`src/rtl/lsu_mem_ctrl_pkg.sv`:
```
// Shared definitions for the load/store unit: funct3 op codes, FSM encoding,
// timeout default and the alignment check used at issue time.
package lsu_mem_ctrl_pkg;

   localparam logic [2:0] LD_LB   = 3'b000;
   localparam logic [2:0] LD_LH   = 3'b001;
   localparam logic [2:0] LD_LW   = 3'b010;
   localparam logic [2:0] LD_LBU  = 3'b100;
   localparam logic [2:0] LD_LHU  = 3'b101;
   localparam logic [2:0] ST_SB   = 3'b000;
   localparam logic [2:0] ST_SH   = 3'b001;
   localparam logic [2:0] ST_SW   = 3'b010;
   localparam logic [2:0] OP_NONE = 3'b111;

   localparam logic [7:0] TIMEOUT_DEF = 8'd255;

   typedef enum logic [1:0] {
      S_IDLE = 2'd0,
      S_REQ  = 2'd1,
      S_WAIT = 2'd2,
      S_DONE = 2'd3
   } lsu_state_t;

   // Size is carried in funct3[1:0] for both loads and stores (01 half, 10 word)
   function automatic logic misaligned(input logic [2:0] op, input logic [1:0] lo);
      return ((op[1:0] == 2'b01) && lo[0]) || ((op[1:0] == 2'b10) && (lo != 2'b00));
   endfunction

endpackage

```
`src/rtl/lsu_mem_ctrl_data_align.sv`:
```
// Combinational lane steering: store replication + byte mask, load lane
// extraction + sign/zero extension.
import lsu_mem_ctrl_pkg::*;

module lsu_data_align (
   input  logic [2:0]  ld_op,
   input  logic [2:0]  st_op,
   input  logic [1:0]  lane,
   input  logic [31:0] wdata,
   input  logic [31:0] rword,
   output logic [3:0]  wmask,
   output logic [31:0] wdata_rep,
   output logic [31:0] ld_data
);

   logic [31:0] shifted;
   logic [7:0]  b;
   logic [15:0] h;

   // Pick the addressed byte/half out of the returned word and extend it
   always_comb begin
      shifted = rword >> {lane, 3'b000};
      b       = shifted[7:0];
      h       = lane[1] ? rword[31:16] : rword[15:0];
      case (ld_op)
         LD_LB:   ld_data = {{24{b[7]}}, b};
         LD_LH:   ld_data = {{16{h[15]}}, h};
         LD_LBU:  ld_data = {24'h0, b};
         LD_LHU:  ld_data = {16'h0, h};
         default: ld_data = rword;
      endcase
   end

   // Replicate store data into every lane; the mask selects which lanes land
   always_comb begin
      wmask     = 4'b0000;
      wdata_rep = 32'h0;
      case (st_op)
         ST_SB: begin
            wmask     = 4'b0001 << lane;
            wdata_rep = {4{wdata[7:0]}};
         end
         ST_SH: begin
            wmask     = 4'b0011 << {lane[1], 1'b0};
            wdata_rep = {2{wdata[15:0]}};
         end
         ST_SW: begin
            wmask     = 4'b1111;
            wdata_rep = wdata;
         end
         default: ;
      endcase
   end

endmodule

```
`src/rtl/lsu_mem_ctrl.sv`:
```
// Load/store unit: one memory transaction per issued op over a valid/ready
// request port, with response-valid completion and a bounded wait.
import lsu_mem_ctrl_pkg::*;

module lsu_mem_ctrl #(
   parameter logic [7:0] TIMEOUT = TIMEOUT_DEF
) (
   input  logic        clk,
   input  logic        rst,
   input  logic        start,
   input  logic [2:0]  is_load,
   input  logic [2:0]  is_store,
   input  logic [31:0] addr,
   input  logic [31:0] wdata,
   output logic        busy,
   output logic        done,
   output logic [31:0] rdata,
   output logic        err,
   output logic        mem_req_valid,
   input  logic        mem_req_ready,
   output logic        mem_req_wen,
   output logic [31:0] mem_req_addr,
   output logic [31:0] mem_req_wdata,
   output logic [3:0]  mem_req_wmask,
   input  logic        mem_resp_valid,
   input  logic [31:0] mem_resp_rdata
);

   lsu_state_t  state;
   logic [2:0]  ld_q, st_q, sel_op;
   logic [31:0] addr_q, wdata_q, ld_data;
   logic [7:0]  cnt;

   // Loads take priority when the decoder flags both
   always_comb begin
      sel_op = (is_load != OP_NONE) ? is_load : is_store;
   end

   // Request fields come straight from the latched op, so they hold through REQ
   assign mem_req_addr = {addr_q[31:2], 2'b00};
   assign mem_req_wen  = (st_q != OP_NONE);

   lsu_data_align u_align (
      .ld_op     (ld_q),
      .st_op     (st_q),
      .lane      (addr_q[1:0]),
      .wdata     (wdata_q),
      .rword     (mem_resp_rdata),
      .wmask     (mem_req_wmask),
      .wdata_rep (mem_req_wdata),
      .ld_data   (ld_data)
   );

   // Transaction FSM with registered status/handshake outputs
   always_ff @(posedge clk or posedge rst) begin
      if (rst) begin
         state         <= S_IDLE;
         ld_q          <= OP_NONE;
         st_q          <= OP_NONE;
         addr_q        <= 32'h0;
         wdata_q       <= 32'h0;
         cnt           <= 8'h0;
         busy          <= 1'b0;
         done          <= 1'b0;
         err           <= 1'b0;
         mem_req_valid <= 1'b0;
         rdata         <= 32'h0;
      end else begin
         done <= 1'b0;
         case (state)
            S_IDLE: begin
               if (start) begin
                  addr_q  <= addr;
                  wdata_q <= wdata;
                  busy    <= 1'b1;
                  if (is_load != OP_NONE) begin
                     ld_q <= is_load;
                     st_q <= OP_NONE;
                  end else begin
                     ld_q <= OP_NONE;
                     st_q <= is_store;
                  end
                  if (sel_op == OP_NONE) begin
                     state <= S_DONE;
                     done  <= 1'b1;
                     err   <= 1'b0;
                  end else if (misaligned(sel_op, addr[1:0])) begin
                     state <= S_DONE;
                     done  <= 1'b1;
                     err   <= 1'b1;
                  end else begin
                     state         <= S_REQ;
                     mem_req_valid <= 1'b1;
                  end
               end
            end
            S_REQ: begin
               if (mem_req_ready) begin
                  mem_req_valid <= 1'b0;
                  cnt           <= 8'h0;
                  state         <= S_WAIT;
               end
            end
            S_WAIT: begin
               if (mem_resp_valid) begin
                  if (ld_q != OP_NONE) rdata <= ld_data;
                  state <= S_DONE;
                  done  <= 1'b1;
                  err   <= 1'b0;
               end else if (cnt == TIMEOUT) begin
                  state <= S_DONE;
                  done  <= 1'b1;
                  err   <= 1'b1;
               end else begin
                  cnt <= cnt + 8'd1;
               end
            end
            S_DONE: begin
               state <= S_IDLE;
               busy  <= 1'b0;
               err   <= 1'b0;
            end
            default: state <= S_IDLE;
         endcase
      end
   end

endmodule

```
`config.mk`:
```
export PLATFORM = sky130hd
export DESIGN_NAME = lsu_mem_ctrl
export DESIGN_NICKNAME = d
export VERILOG_FILES = /design/src/rtl/lsu_mem_ctrl_pkg.sv /design/src/rtl/lsu_mem_ctrl_data_align.sv /design/src/rtl/lsu_mem_ctrl.sv
export SDC_FILE = /design/constraint.sdc
export NUM_CORES = 1
export LEC_CHECK = 0
export ABC_AREA = 0
export CORE_MARGIN = 2
export CORE_UTILIZATION = 25
export DETAILED_ROUTE_END_ITERATION = 8
export PLACE_DENSITY = 0.52
export SLEW_MARGIN = 40
export SYNTH_ARGS = -nofsm -noshare
export SYNTH_HDL_FRONTEND = slang
export SYNTH_HIERARCHICAL = 1
export SYNTH_SLANG_ARGS = --single-unit
```
`constraint.sdc`:
```
create_clock -name clk -period 5.3 [get_ports clk]
set_input_delay 0.53 -clock clk [delete_from_list [all_inputs] [get_ports clk]]
set_output_delay 0.53 -clock clk [all_outputs]
set_load 0.005 [all_outputs]
```
==> results by group, run 1 <==
Power and ir drop
  – Clock power frac: 22.5%
  – Max VDD drop: 0.000212 V
  – Net Switching: 1.80 mW
  – Sw Ratio: 33.0%
  – Overall power: 5.45 mW
  – Power Density: 612 nW/um2
  – LEAKAGE: 3.68 nW
  – Part of the power in combinational logic: 45.2%
  – Int Pwr: 3.65 mW
  – Reg power frac: 32.3%

Route
  – WL per Instance: 16.4 um
  – First-pass DRT Iterations: 4
  – Total number of vias: 4755
  – Vias/cell: 4.44
  – Iteration-0 DRC Markers: 185
  – Final WL: 17600 um
  – Drc violations: 0
  – Routed Antenna Nets: 0

Critical path
  – CP arrival: 2.85 ns
  – Worst Setup Start Kind: flop
  – Worst R2R Start: addr_q[1]
  – Max FO, Critical Path: 33
  – CP endpoint kind: primary output
  – Critical Path RT: 4.77 ns
  – R2R depth: 5
  – Crit Path Class: reg2out
  – FF-to-FF End: rdata[16]
  – Reg2Reg Setup Slack: 2.80 ns

GRT
  – First-pass GRT wire length: 28000 um
  – Largest net degree at the start of global routing: 77
  – Initial antenna violation count: 0
  – Total GRT Usage: 14.0%
  – Met3 track demand over resource: 3.48%
  – Routing usage on met2: 21.8%
  – Met1 Usage GRT: 18.9%
  – Vias in the first global route: 4842
  – Total gr overflow: 0
  – Grt peak-use layer: met2

Synth
  – Post-synth top cells: dfrtp_1, mux2_2, nand2_1
  – Top-count cell post-synth: dfrtp_1
  – Cell accounting for the most synthesized area: dfrtp_1
  – Post-synthesis async set-or-reset flop share: 100%
  – Yosys reg bits: 116
  – Synth top area share: 45.3%
  – Mapped Area: 6080 um2
  – Top FF cell, synth: dfrtp_1
  – Post-synth cell types: 46
  – Syn Inst Count: 567
  – Post-synth EDFFs: 0
  – Seq/Total Area, Yosys: 47.9%
  – Mean Syn Cell Area: 10.7 um2
  – Synth warn: 6
  – Top cells by area, synth: dfrtp_1, mux2_2, buf_4

CTS
  – CTS buffer count: 17
  – Worst-path clk slew: 0.05 ns
  – H-tree levels: 4
  – CTS tree: yes
  – Root buf cell: clkbuf_16
  – # hold bufs at CTS: 0
  – Post-CTS setup buffers: 0
  – CTS resizes: 0
  – Clk sink count: 116
  – Bufs on Longest Clock Path: 2
  – Worst skew pair latency: 0.42 ns

STA
  – Final-report hold violation count: 0
  – Hold WS: 0.499 ns
  – Worst slew pin tran: 0.823 ns
  – Highest Clock Rate: 295 MHz
  – Final TNS setup: 0 ns
  – Tcrit/Tclk final: 63.9%
  – Pins Over Slew Limit: 0
  – Normalized max-slew margin: 45.0%
  – Tmin final: 3.38 ns
  – Final setup viols: 0
  – RSZ-0062 raised after global routing: false
  – Clock Skews: 0.0124 ns

Hold path
  – HP Start: addr_q[15]
  – Hold Crit Depth: 1
  – Hold Path Class: reg2reg
  – Endpoint, Worst Hold: addr_q[15]

Place
  – Final RePlAce weighted congestion: 0.757
  – Post-DP HPWL: 12700 um
  – Cells after DPL: 1039
  – Port Buffers: 209

Outcome
  – Outcome: finished clean

Die
  – Area of the core: 24100 um2
  – Initial Utilization: 25.2%
  – Die width: 160 um
  – Die Y: 160 um
  – Row cnt: 57
  – Die area: 25600 um2
  – I/O Pins: 212

Job
  – Number of max-cap violations: 0

Layout
  – Post-Layout Cell Count: 1071
  – Area Overhead vs Synth: 46.5%
  – Share of cells above drive strength 1: 21.0%
  – N_diodes: 0
  – Final Util: 36.9%
  – Final #Nets: 846
[through the flow]
| step | worst slack, ns | cell area, um2 |
|---|---|---|
| floorplan | 1.71 | 6080 |
| global placement | 2.20 | 8230 |
| detailed placement | 2.32 | 8280 |
| CTS | 1.87 | 8900 |
| global route | 1.71 | 8910 |
| finish | 1.92 | 8910 |
[worst max-delay path by stage]
stage	start	endpoint	slack [ns]	depth (start not counted)
final	st_q[1]	mem_req_wdata[18]	1.92	4
after global routing	st_q[1]	mem_req_wdata[23]	1.71	4
after CTS	st_q[1]	mem_req_wdata[20]	1.87	4
after detailed placement	st_q[1]	mem_req_wdata[18]	2.32	4
after global placement	st_q[0]	mem_req_wdata[24]	2.20	5
after floorplan	rst	addr_q[0]	1.71	1
[layout by cell type, fill, tap and decap left out, types with 3 or more instances in the layout]
master | Yosys | layout
a211oi_1 | 3 | 3
a21oi_1 | 41 | 40
a221o_1 | 3 | 3
a22oi_1 | 6 | 6
a2bb2oi_1 | 16 | 16
and2_1 | 8 | 8
bufinv_16 | 0 | 3
clkbuf_16 | 0 | 17
clkbuf_8 | 0 | 5
clkdlybuf4s50_1 | 0 | 209
clkinvlp_4 | 0 | 3
dfrtp_1 | 110 | 110
dfstp_2 | 6 | 6
ha_1 | 5 | 5
inv_1 | 9 | 8
mux2_2 | 106 | 106
mux2i_1 | 4 | 4
nand2_1 | 57 | 56
nand3_1 | 5 | 5
nand4_1 | 4 | 4
nor2_1 | 51 | 50
nor2b_1 | 17 | 17
o21ai_0 | 17 | 17
xnor2_1 | 6 | 6
[worst max-delay path: stages (launching register included)]
cell and delay [ns]:
dfstp_2 0.92, nor2b_1 0.74, a21oi_1 0.16, nor2_1 0.12
clkdlybuf4s50_1 0.51
[cell type report]
cell class | instances | area (um2)
tap | 324 | 405
multi-input combinational | 378 | 2790
fill | 2493 | 15200
clock inverter | 8 | 123
clock buffer | 24 | 502
sequential | 116 | 2910
timing repair buffer | 212 | 2140
inverter | 9 | 38.8
[logic make-up (layout without fill, tap and decap cells)]
family	Yosys count	count (layout)	synth area share (%)
other	1	2	0.0617
multiplexers	111	111	20.7
adder cells (fa/ha/maj)	5	5	1.03
AND/OR/NAND/NOR	150	150	11.1
AO/OA/AOI/OAI	103	103	11.3
buffers and inverters	74	253	7.02
flip-flops	116	116	47.9
XOR/XNOR	7	7	1.01
[power by group through the flow]
| stage | clock network, mW | logic, mW | registers (mW) |
|---|---|---|---|
| global placement | 0 | 2.47 | 1.77 |
| floorplan | 0 | 1.62 | 1.55 |
| finish | 1.23 | 2.46 | 1.76 |
| detailed placement | 0 | 2.49 | 1.78 |
| CTS | 1.26 | 2.50 | 1.77 |
| global route | 1.30 | 2.69 | 1.84 |
[registers in the layout, summed over array words and instances, names as in the netlist]
signal / flops
done: 1
rdata: 32
state: 2
wdata_q: 32
addr_q: 32
cnt: 8
err: 1
ld_q: 3
st_q: 3
mem_req_valid: 1
busy: 1
[metal layers]
layer / wire length, um / share of wire, %
met1: 8170 / 46
met2: 8130 / 46
met3: 935 / 5.3
met4: 352 / 2.0
met5: 0 / 0
Power figures use the tool's default switching activity.
==> inputs of run 2 (changes only) <==
clock period = 3.5 ns   (was 5.3 ns; I/O delays follow)
==> run 2 against run 1 <==
Effect of this change:
- final cell count is 0.19% lower
- sequential share of layout area is 0.12 points higher
- clock skew is 0.0015 ns lower
- power is 50% higher
- critical path type unchanged
- critical endpoint is now mem_req_wdata[13]
- highest routed layer unchanged
==> results by group, run 2 (same netlist as run 1, synthesis figures left out) <==
Route
  – Routed Antenna Nets: 0
  – WL per Instance: 16.4 um
  – Final WL: 17600 um
  – First-pass DRT Iterations: 6
  – Vias/cell: 4.43
  – Drc violations: 0
  – Iteration-0 DRC Markers: 205
  – Total number of vias: 4734

STA
  – Worst slew pin tran: 0.685 ns
  – Tmin final: 3.03 ns
  – RSZ-0062 raised after global routing: false
  – Normalized max-slew margin: 54.3%
  – Tcrit/Tclk final: 86.7%
  – Setup ws final: 0.465 ns
  – Pins Over Slew Limit: 0
  – Highest Clock Rate: 330 MHz
  – Clock Skews: 0.0108 ns
  – Final setup viols: 0
  – Final-report hold violation count: 0
  – Final TNS setup: 0 ns

Critical path
  – Delay-heaviest family, CP: flip-flops
  – Critical path cell sequence: inv_1 -> nor2_2 -> a2bb2oi_1 -> nor2_1 -> clkdlybuf4s50_1
  – Crit Path Class: reg2out
  – Worst Setup Start Kind: flop
  – Max FO, Critical Path: 22
  – WP depth: 5
  – R2R depth: 5
  – CP endpoint kind: primary output
  – Slowest CP cell: dfstp_2
  – Crit path buf inv count: 2
  – CP arrival: 2.68 ns
  – Max stage delay on crit path: 0.79 ns
  – Critical Path RT: 3.15 ns

Outcome
  – Outcome: finished clean

Power and ir drop
  – Sw Ratio: 32.6%
  – Net Switching: 2.68 mW
  – LEAKAGE: 3.68 nW
  – Int Pwr: 5.52 mW
  – Power Density: 924 nW/um2
  – Clock power frac: 22.0%
  – Part of the power in combinational logic: 46.3%
  – Max VDD drop: 0.000437 V
  – Reg power frac: 31.8%

Die
  – Area of the core: 24100 um2
  – Die Y: 160 um
  – Die area: 25600 um2
  – I/O Pins: 212
  – Row cnt: 57
  – Initial Utilization: 25.2%
  – Die width: 160 um

GRT
  – Total gr overflow: 0
  – Total GRT Usage: 14.0%
  – Vias in the first global route: 4892
  – Largest net degree at the start of global routing: 77
  – Initial antenna violation count: 0
  – First-pass GRT wire length: 28100 um

Place
  – Pre-CTS WS: 0.867 ns
  – Post-DP HPWL: 12700 um
  – Placed inst area: 8270 um2
  – Final RePlAce weighted congestion: 0.767
  – Port Buffers: 209

Layout
  – Post-route cell area: 8870 um2
  – Area Overhead vs Synth: 45.9%
  – N_diodes: 0
  – Commonest non-fill, non-tap cells in the layout: clkdlybuf4s50_1, dfrtp_1, mux2_2
  – Fillers: 2477
  – Share of cells above drive strength 1: 20.7%
  – Final #Nets: 847
  – Largest regs: addr_q: 32 flops, rdata: 32 flops, wdata_q: 32 flops
  – Commonest non-fill, non-tap cell in the layout: clkdlybuf4s50_1

CTS
  – CTS resizes: 0
  – H-tree levels: 4
  – Worst skew pair latency: 0.40 ns
  – Worst-path clk slew: 0.05 ns
  – Post-CTS setup buffers: 0
  – Bufs on Longest Clock Path: 2
  – Root buf cell: clkbuf_16
  – CTS buffer count: 17
  – CTS tree: yes
  – Clk sink count: 116
  – # hold bufs at CTS: 0

Hold path
  – Hold Path Class: in2async

Job
  – Number of max-cap violations: 0
-- run 2: per-stage QoR --
| step | instances | hold slack, ns | total power [mW] | utilization, % |
|---|---|---|---|---|
| final | 1069 | 0.370 | 8.20 | 36.8 |
| after global routing | 1069 | 0.426 | 8.79 | 36.8 |
| after CTS | 1069 | 0.396 | 8.32 | 36.8 |
| after detailed placement | 1040 | 0.492 | 6.46 | 34.3 |
| after global placement | 1040 | 0.487 | 6.42 | 34.3 |
| after floorplan | 568 | 0.464 | 4.80 | - |
-- run 2: power groups by stage --
stage	Sequential (mW)	Combinational (mW)	Clock [mW]
global placement	2.62	3.81	0
finish	2.60	3.79	1.80
CTS	2.61	3.85	1.86
floorplan	2.35	2.45	0
global route	2.71	4.16	1.92
detailed placement	2.63	3.83	0
-- run 2: worst register-to-register path, delay by kind of cell, from the launching register on --
family	cells	cell delay, ns
flops	1	0.75
simple gates	2	0.32
mux	2	0.90
compound gates	1	0.40
-- run 2: worst paths after layout --
kind | startpoint | end | slack, ns
setup / recovery | st_q[0] | mem_req_wdata[13] | 0.47
hold / removal | rst | addr_q[12] | 0.37
setup reg to reg | addr_q[1] | rdata[18] | 1.02
hold reg to reg | addr_q[17] | addr_q[17] | 0.50
max in group asynchronous | rst | st_q[1] | 2.24
min in group clk | addr_q[17] | addr_q[17] | 0.50
-- run 2: per-layer routing --
layer | track usage [%] | routed length (um) | vias up
li1 | - | - | 2267
met5 | 0 | 0 | -
met3 | 3.92 | 902 | 14
met4 | 4.22 | 252 | 0
met2 | 22.5 | 8290 | 121
met1 | 18.5 | 8110 | 2332
-- run 2: final cells by class --
type / instances / area (um2) / area share (%)
clock inverters: 4 / 95.1 / 1.07
clock buffers: 25 / 505 / 5.70
repair buffers: 213 / 2130 / 24.1
multi-input cells: 378 / 2790 / 31.4
flip-flops and latches: 116 / 2910 / 32.8
inverters: 9 / 36.3 / 0.409
well taps: 324 / 405 / 4.57
==> inputs of run 3 (changes only) <==
GPL_TIMING_DRIVEN = 0   (was default)
==> run 3 against run 2 <==
Effect of this change:
- power rose by 3.1%
- final cell count rose by 6.1%
- clock-buffer cell count fell by 8
- combinational power rose by 15%
- flip-flop and latch count did not move
- clock skew fell by 0.0028 ns
- register-to-register slack improved by 0.08 ns
- die area did not move
- global-route usage rose by 0.92 points
==> results by group, run 3 (same netlist as run 1, synthesis figures left out) <==
Outcome
  – Outcome: finished clean

CTS
  – Root buf cell: clkbuf_16
  – # hold bufs at CTS: 0
  – Worst-path clk slew: 0.06 ns
  – Bufs on Longest Clock Path: 2
  – Worst skew pair latency: 0.42 ns
  – H-tree levels: 4
  – CTS buffer count: 17
  – Clk sink count: 116
  – CTS resizes: 0
  – CTS tree: yes
  – Post-CTS setup buffers: 0

Route
  – Iteration-0 DRC Markers: 213
  – WL per Instance: 16.5 um
  – First-pass DRT Iterations: 4
  – Final WL: 18800 um
  – Vias/cell: 4.39
  – Routed Antenna Nets: 0
  – Drc violations: 0
  – Total number of vias: 4973

Place
  – Post-DP HPWL: 14200 um
  – Cells after DPL: 1102
  – Final RePlAce weighted congestion: 0.814
  – Port Buffers: 209
  – Pre-CTS WS: 0.588 ns

STA
  – Clock Skews: 0.00805 ns
  – Pins Over Slew Limit: 0
  – Hold WS: 0.398 ns
  – RSZ-0062 raised after global routing: false
  – Setup ws final: 0.274 ns
  – Normalized max-slew margin: 54.5%
  – Tmin final: 3.23 ns
  – Worst slew pin tran: 0.683 ns
  – Tcrit/Tclk final: 92.2%
  – Final setup viols: 0
  – Final TNS setup: 0 ns
  – Highest Clock Rate: 310 MHz
  – Final-report hold violation count: 0

Critical path
  – Slowest CP cell: dfstp_2
  – Crit path buf inv count: 4
  – Max stage delay on crit path: 0.57 ns
  – Delay-heaviest family, CP: buffers and inverters
  – CP endpoint kind: primary output
  – CP arrival: 2.88 ns
  – Max FO, Critical Path: 10
  – Critical path cell sequence: buf_2 -> inv_1 -> nor2_2 -> clkbuf_1 -> a2bb2oi_1 -> nor2_1 -> clkdlybuf4s50_1
  – Crit Path Class: reg2out
  – Critical Path RT: 3.15 ns
  – Reg2Reg Setup Slack: 1.10 ns
  – Worst Setup Start Kind: flop

Power and ir drop
  – LEAKAGE: 3.86 nW
  – Overall power: 8.45 mW
  – Power Density: 920 nW/um2
  – Max VDD drop: 0.000322 V

GRT
  – Total GRT Usage: 14.9%
  – Vias in the first global route: 5242
  – Largest net degree at the start of global routing: 68
  – Total gr overflow: 0
  – Initial antenna violation count: 0
  – First-pass GRT wire length: 29800 um

Layout
  – N_diodes: 0
  – Commonest non-fill, non-tap cells in the layout: clkdlybuf4s50_1, dfrtp_1, mux2_2
  – Final #Nets: 909
  – Commonest non-fill, non-tap cell in the layout: clkdlybuf4s50_1
  – Share of cells above drive strength 1: 24.6%
  – Area Overhead vs Synth: 50.9%
  – Largest regs: addr_q: 32 flops, rdata: 32 flops, wdata_q: 32 flops
  – Post-Layout Cell Count: 1134
  – Fillers: 2468

Die
  – I/O Pins: 212
  – Initial Utilization: 25.2%
  – Row cnt: 57
  – Die Y: 160 um
  – Die width: 160 um
  – Die area: 25600 um2
  – Area of the core: 24100 um2

Job
  – Number of max-cap violations: 0

Hold path
  – Hold Path Class: in2async
==> run 3: path summary, 6_finish.rpt <==
path,start,endpoint,depth (start not counted)
setup / recovery,st_q[0],mem_req_wdata[29],7
hold / removal,rst,addr_q[16],2
setup reg to reg,state[0],wdata_q[11],7
hold reg to reg,addr_q[17],addr_q[17],1
max in group asynchronous,rst,ld_q[0],3
min in group clk,addr_q[17],addr_q[17],1
==> run 3: report_power, final <==
group	total, mW	internal [mW]	leakage [nW]	switching, mW
registers	2.45	2.02	1.40	0.432
logic	4.34	2.56	2.21	1.78
clock network	1.66	0.978	0.258	0.683
total	8.45	5.55	3.86	2.89
==> run 3: layer usage <==
| layer | vias up | GRT usage [%] | part of all wire, % |
|---|---|---|---|
| li1 | 2397 | - | - |
| met1 | 2411 | 19.5 | 45 |
| met2 | 142 | 24.1 | 47 |
| met3 | 23 | 4.21 | 5.7 |
| met4 | 0 | 4.59 | 1.9 |
| met5 | - | 0 | 0 |
==> run 3: cell type report <==
| class | instances | area [um2] | area share, % |
|---|---|---|---|
| clock inverter | 15 | 134 | 1.46 |
| clock buffer | 17 | 425 | 4.63 |
| multi-input combinational | 378 | 2750 | 30.0 |
| sequential | 116 | 2910 | 31.7 |
| buffer | 65 | 393 | 4.28 |
| inverter | 9 | 41.3 | 0.450 |
| tap | 324 | 405 | 4.42 |
| timing repair buffer | 210 | 2120 | 23.1 |
==> run 3: stage by stage <==
step	util [%]	cell area, um2
finish	38.1	9180
global route	38.1	9180
CTS	38.1	9180
detailed placement	35.7	8620
global placement	35.6	8580
floorplan	-	6080
